[config.mk]
export PLATFORM = sky130hd
export DESIGN_NAME = ofs_plat_prim_arb_wrr_pkt
export DESIGN_NICKNAME = d
export VERILOG_FILES = /design/src/rtl/ofs_plat_prim_arb_wrr_pkt.sv
export SDC_FILE = /design/constraint.sdc
export NUM_CORES = 1
export LEC_CHECK = 0
export CORE_ASPECT_RATIO = 0.5
export CORE_UTILIZATION = 53
export DETAILED_ROUTE_END_ITERATION = 16
export PLACE_DENSITY = 0.91
export SLEW_MARGIN = 20
export SYNTH_ARGS = -nofsm -noshare
export SYNTH_HDL_FRONTEND = slang
export SYNTH_SLANG_ARGS = --single-unit
export TNS_END_PERCENT = 1
[constraint.sdc]
create_clock -name clk -period 9.29 [get_ports clk]
set_input_delay 1.858 -clock clk [delete_from_list [all_inputs] [get_ports clk]]
set_output_delay 1.858 -clock clk [all_outputs]
set_load 0.01 [all_outputs]
[src/rtl/ofs_plat_prim_arb_wrr_pkt.sv]
// Weighted round-robin arbiter with packet locking. Grant is combinational;
// a client that starts a multi-beat packet keeps the channel until its eop beat.
module ofs_plat_prim_arb_wrr_pkt #(
  parameter int NUM_CLIENTS  = 4,
  parameter int WEIGHT_WIDTH = 4,
  localparam int IDX_W = (NUM_CLIENTS > 1) ? $clog2(NUM_CLIENTS) : 1
) (
  input  logic                                clk,
  input  logic                                reset_n,
  input  logic                                ena,
  input  logic [NUM_CLIENTS-1:0]              request,
  input  logic [NUM_CLIENTS-1:0]              eop,
  input  logic [NUM_CLIENTS*WEIGHT_WIDTH-1:0] weight,
  output logic [NUM_CLIENTS-1:0]              grant,
  output logic [IDX_W-1:0]                    grantIdx,
  output logic                                valid,
  output logic                                locked
);

  logic             locked_q, locked_d;
  logic [IDX_W-1:0] lock_idx_q, lock_idx_d;
  logic             xfer;

  assign xfer   = ena & valid;
  assign locked = locked_q;

  always_ff @(posedge clk) begin
    if (!reset_n) begin
      locked_q   <= 1'b0;
      lock_idx_q <= '0;
    end else begin
      locked_q   <= locked_d;
      lock_idx_q <= lock_idx_d;
    end
  end

  generate
    if (NUM_CLIENTS == 1) begin : g_single
      // Only one requester: no rotation, just track packet boundaries.
      logic unused_weight;
      assign unused_weight = ^weight;

      always_comb begin
        valid    = request[0];
        grantIdx = '0;
        grant    = ena & request[0];
      end

      always_comb begin
        locked_d   = locked_q;
        lock_idx_d = '0;
        if (xfer) begin
          locked_d = ~eop[0];
        end
      end
    end else begin : g_multi
      logic [NUM_CLIENTS-1:0]  base_q, base_d;
      logic [WEIGHT_WIDTH-1:0] credit_q, credit_d;
      logic [IDX_W-1:0]        credit_owner_q, credit_owner_d;

      logic [IDX_W-1:0]        base_idx;
      logic [IDX_W-1:0]        rr_idx;
      logic                    rr_found;
      logic [IDX_W-1:0]        cand;
      logic [WEIGHT_WIDTH-1:0] w_sel;
      logic [WEIGHT_WIDTH-1:0] w_eff;
      logic [WEIGHT_WIDTH-1:0] cnt;

      always_comb begin
        base_idx = '0;
        for (int i = 0; i < NUM_CLIENTS; i++) begin
          if (base_q[i]) begin
            base_idx = IDX_W'(i);
          end
        end
      end

      // Scan upward from base, wrapping, for the first requester.
      always_comb begin
        int idx;
        idx      = 0;
        rr_found = 1'b0;
        rr_idx   = '0;
        for (int k = 0; k < NUM_CLIENTS; k++) begin
          idx = int'(base_idx) + k;
          if (idx >= NUM_CLIENTS) begin
            idx = idx - NUM_CLIENTS;
          end
          if (!rr_found && request[idx]) begin
            rr_found = 1'b1;
            rr_idx   = IDX_W'(idx);
          end
        end
      end

      always_comb begin
        cand     = locked_q ? lock_idx_q : rr_idx;
        valid    = locked_q ? request[lock_idx_q] : rr_found;
        grantIdx = cand;
        grant    = '0;
        if (valid) begin
          grant = (NUM_CLIENTS'(1) << cand) & {NUM_CLIENTS{ena}};
        end
      end

      // Packet count toward the winner's quantum, saturating.
      always_comb begin
        w_sel = weight[int'(cand)*WEIGHT_WIDTH +: WEIGHT_WIDTH];
        w_eff = (w_sel == '0) ? WEIGHT_WIDTH'(1) : w_sel;
        if (credit_owner_q == cand) begin
          cnt = (credit_q == '1) ? credit_q : credit_q + 1'b1;
        end else begin
          cnt = WEIGHT_WIDTH'(1);
        end
      end

      always_comb begin
        int nxt;
        nxt            = (int'(cand) == NUM_CLIENTS - 1) ? 0 : int'(cand) + 1;
        locked_d       = locked_q;
        lock_idx_d     = lock_idx_q;
        base_d         = base_q;
        credit_d       = credit_q;
        credit_owner_d = credit_owner_q;
        if (xfer) begin
          if (!eop[cand]) begin
            locked_d   = 1'b1;
            lock_idx_d = cand;
          end else begin
            locked_d       = 1'b0;
            credit_owner_d = cand;
            if (cnt >= w_eff) begin
              base_d   = NUM_CLIENTS'(1) << nxt;
              credit_d = '0;
            end else begin
              base_d   = NUM_CLIENTS'(1) << cand;
              credit_d = cnt;
            end
          end
        end
      end

      always_ff @(posedge clk) begin
        if (!reset_n) begin
          base_q         <= NUM_CLIENTS'(1);
          credit_q       <= '0;
          credit_owner_q <= '0;
        end else begin
          base_q         <= base_d;
          credit_q       <= credit_d;
          credit_owner_q <= credit_owner_d;
        end
      end
    end
  endgenerate

endmodule

==> impl_summary.txt <==
----------------------------------------------------
[Global routing]
  Gr ovfl total ... 0
  Global-route wire length before repair ... between 5000 and 6000 µm
  Global-route total usage across every layer ... between 20% and 30%
  Number of global-route vias before repair ... about 1300
  Maximum number of pins on one net before global-route repair ... 22
  Antenna violations before repair ... 0

[Detailed routing]
  Total Wirelength ... between 3000 and 4000 µm
  Routed Antenna Nets ... 0
  Violation count after the first detailed-routing iteration ... 50
  Vias ... 1487
  Post-detailed-route DRC marker count ... 0
  Routed wirelength normalized by instance count ... ~16 µm
  Number of detailed-routing iterations run before antenna repair ... 4
  Vias/cell ... 6.170

[Worst setup path]
  Worst endpoint data arrival time ... 4.90 ns
  CP startpoint kind ... input port
  Worst path cell trace ... clkdlybuf4s50_1, inv_1, a21oi_1, o32ai_1, a2111oi_0, o41a_1, inv_1, nand2_1, nor2_1, clkdlybuf4s50_1
  Critical path fanouts, max ... 12
  Crit path largest cell delay ... about 0.59 ns
  Worst setup path class ... input port to output port
  Crit path capture type ... output port
  Max stage delay cell, worst path ... sky130_fd_sc_hd__clkdlybuf4s50_1
  Required time at the worst-slack endpoint ... around 7.4 ns
  Depth of the worst register-to-register path ... 16

[Power]
  Internal Pwr Total ... 274.5 µW
  Comb power frac ... 72.6%
  Fraction of power spent switching nets ... about half
  Register share of total power ... between 10% and 20%
  Net switching component of the power ... 260.2 µW
  Static leakage power ... between 0.6 and 0.7 nW
  Relative contribution of the clock network to total power ... 11.1%
  Power per unit of standard cell area ... between 300 and 400 nW/µm²
  Peak supply drop ... ~0.19 mV

[Logic synthesis]
  Net count after synthesis ... roughly 210
  Cell count after synthesis ... around 180
  Top cells by count, synth ... sky130_fd_sc_hd__a21oi_1, sky130_fd_sc_hd__nand2_1, sky130_fd_sc_hd__inv_1, sky130_fd_sc_hd__nor2_1, sky130_fd_sc_hd__dfxtp_1
  Average instance area after synthesis ... between 7 and 8 µm²
  Sequential-to-total area share from yosys stat ... roughly 17%
  Seq cells post-synth ... 12
  Netlist area before placement ... between 1000 and 1500 µm²
  Cell taking the most area after synthesis ... sky130_fd_sc_hd__dfxtp_1
  Number of synthesized flops with an enable pin ... 0
  Share of synthesized registers carrying an async set or reset ... 0%
  Primary FF master, synth ... sky130_fd_sc_hd__dfxtp_1
  Distinct cell type count of the synthesized netlist ... 54
  Cell with the most instances after synthesis ... sky130_fd_sc_hd__a21oi_1
  Cell types occupying the most area after synthesis ... sky130_fd_sc_hd__dfxtp_1, sky130_fd_sc_hd__a21oi_1, sky130_fd_sc_hd__mux2i_1
  Fraction of post-synthesis cell area in the top cell type by area ... between 10% and 20%
  Yosys warnings ... 0

[Floorplanning]
  Starting density of the core ... about three fifths
  IO Pins ... 35
  Number of core rows ... 12
  Area enclosed by the die boundary ... between 2000 and 3000 µm²
  Y dimension of the die ... ~38 µm
  Die X-Extent ... 74.20 µm
  Core box area ... around 2300 µm²

[Final layout]
  Number of nets in the finished design ... 239
  Final core utilization ... roughly three quarters
  Total inserted antenna cells ... 0
  Layout cell share with drive strength beyond 1 ... 11.65%
  Post-route cell area ... roughly 1700 µm²
  Area growth from synthesis to layout ... 25.45%

[Timing]
  Transition time of the tightest slew-check pin ... around 0.7 ns
  Final Hold Viols ... 0
  Worst slew slack as a fraction of its limit ... between 50% and 60%
  RSZ-0062 raised after global routing ... false
  Fmax ... approximately 0.15 GHz
  Final setup fails ... 0
  Ratio of final minimum period to clock period ... about 73%
  Skew final ... between 0.0006 and 0.0007 ns
  Crit path time final ... 6.762 ns
  Aggregate negative setup slack ... 0 ns
  Pins over their slew limit ... 0

[Placement]
  IO buf count ... 34
  Cell area reported after detailed placement ... about 1700 µm²
  Post-detail-place hpwl ... ~2800 µm
  Global placement routability congestion ... 1.009

[Clock tree]
  Clock tree from TritonCTS ... yes
  Cell chosen for the clock root ... sky130_fd_sc_hd__clkbuf_8
  Clock slew at the register clock pins of the worst setup and hold paths ... about 0.06 ns
  Number of resized instances in the post-cts repair step ... 0
  TritonCTS sink count ... 12
  Setup Buffers After CTS ... 0
  Total of hold buffers inserted after clock tree synthesis ... 0
  CTS max path bufs ... 2
  H-Tree Depth ... 1
  TritonCTS buffer count ... 3
  Worst-skew pair later-pin latency ... around 0.25 ns

[Job]
  Max capacitance violation total ... 0

[Status]
  Run status ... completed

[Min path]
  Class of the worst hold path ... register to register
  Number of stages on the worst hold path ... 2

----------------------------------------------------
## critical path: cells and delay by family
family                 cells  cell delay (ns)
AO/OA/AOI/OAI              4             1.33
buffers and inverters      4             1.49
AND/OR/NAND/NOR            2             0.21
## path summary, 6_finish.rpt
| kind | start | end | slack, ns |
|---|---|---|---|
| max reg2reg | g_multi.base_q[3]$_SDFFE_PN0P_ | g_multi.credit_q[1]$_SDFFE_PN0P_ | 4.49 |
| max | request[2] | grant[3] | 2.53 |
| min reg2reg | g_multi.credit_owner_q[1]$_SDFFE_PN0P_ | g_multi.credit_owner_q[1]$_SDFFE_PN0P_ | 0.56 |
| min | g_multi.credit_owner_q[1]$_SDFFE_PN0P_ | g_multi.credit_owner_q[1]$_SDFFE_PN0P_ | 0.56 |
## flip-flops by register name, indices dropped and copies added, names as in the netlist
register and flops:
g_multi.credit_q 4, locked 1, g_multi.base_q 3, g_multi.credit_owner_q 2, lock_idx_q 2
## kinds of logic after synthesis
kind of cell               synth area share (%)
AOI/OAI and AO/OA                         33.15
xor gates and xnor gates                  1.903
adders and majority gates                 4.529
buffers and inverters                     10.14
DFF                                       17.39
muxes                                     10.60
and+or+nand+nor                           22.28
## power by group through the flow
stage          combinational (mW)  clock (mW)  sequential, mW
5_1_grt                     0.424      0.0631          0.0894
4_1_cts                     0.384      0.0597          0.0863
3_3_place_gp                0.367           0          0.0869
3_5_place_dp                0.377           0          0.0874
6_report                    0.388      0.0594          0.0871
2_1_floorplan               0.314           0          0.0790
## per-layer routing
layer	vias to the layer above	wire [µm]	global-route usage, %
li1	718	-	-
met1	703	1581	31.23
met2	56	1900	53.64
met3	10	200	6.842
met4	0	78	7.692
met5	-	0	0
## cell type report
cell class,instances,area (µm²)
timing repair buffer,34,340.3
multi-input combinational,142,1001
tap,35,43.79
sequential,12,240.2
clock buffer,4,55.05
inverter,14,52.55
fill,175,609.3
## through the flow
stage	worst slack, ns	power, mW	hold WS [ns]	cells
detailed placement	2.600	0.4648	0.5503	237
CTS	2.577	0.5296	0.5608	241
floorplan	4.031	0.3933	0.4819	177
finish	2.528	0.5347	0.5588	241
global placement	2.699	0.4540	0.4978	237
global route	2.365	0.5760	0.5808	241
## cells in the final DEF (no fill, tap or decap), types with 2 or more instances in the layout
master and n:
sky130_fd_sc_hd__clkdlybuf4s50_1 34, sky130_fd_sc_hd__a21oi_1 23, sky130_fd_sc_hd__nand2_1 18, sky130_fd_sc_hd__inv_1 14
sky130_fd_sc_hd__nor2_1 14, sky130_fd_sc_hd__dfxtp_1 12, sky130_fd_sc_hd__mux2i_1 9, sky130_fd_sc_hd__o21ai_0 7
sky130_fd_sc_hd__nor3_1 6, sky130_fd_sc_hd__ha_1 5, sky130_fd_sc_hd__nand3_1 4, sky130_fd_sc_hd__clkbuf_8 4
sky130_fd_sc_hd__o32ai_1 3, sky130_fd_sc_hd__a31oi_1 3, sky130_fd_sc_hd__mux2_2 3, sky130_fd_sc_hd__nand2b_4 2
sky130_fd_sc_hd__nor4b_1 2, sky130_fd_sc_hd__nor2b_1 2, sky130_fd_sc_hd__xnor2_1 2, sky130_fd_sc_hd__nand2b_1 2
sky130_fd_sc_hd__a211oi_1 2, sky130_fd_sc_hd__a21o_1 2, sky130_fd_sc_hd__a41o_1 2, sky130_fd_sc_hd__nand4_1 2
sky130_fd_sc_hd__a41o_2 2
(Power assumes the default switching activity.)
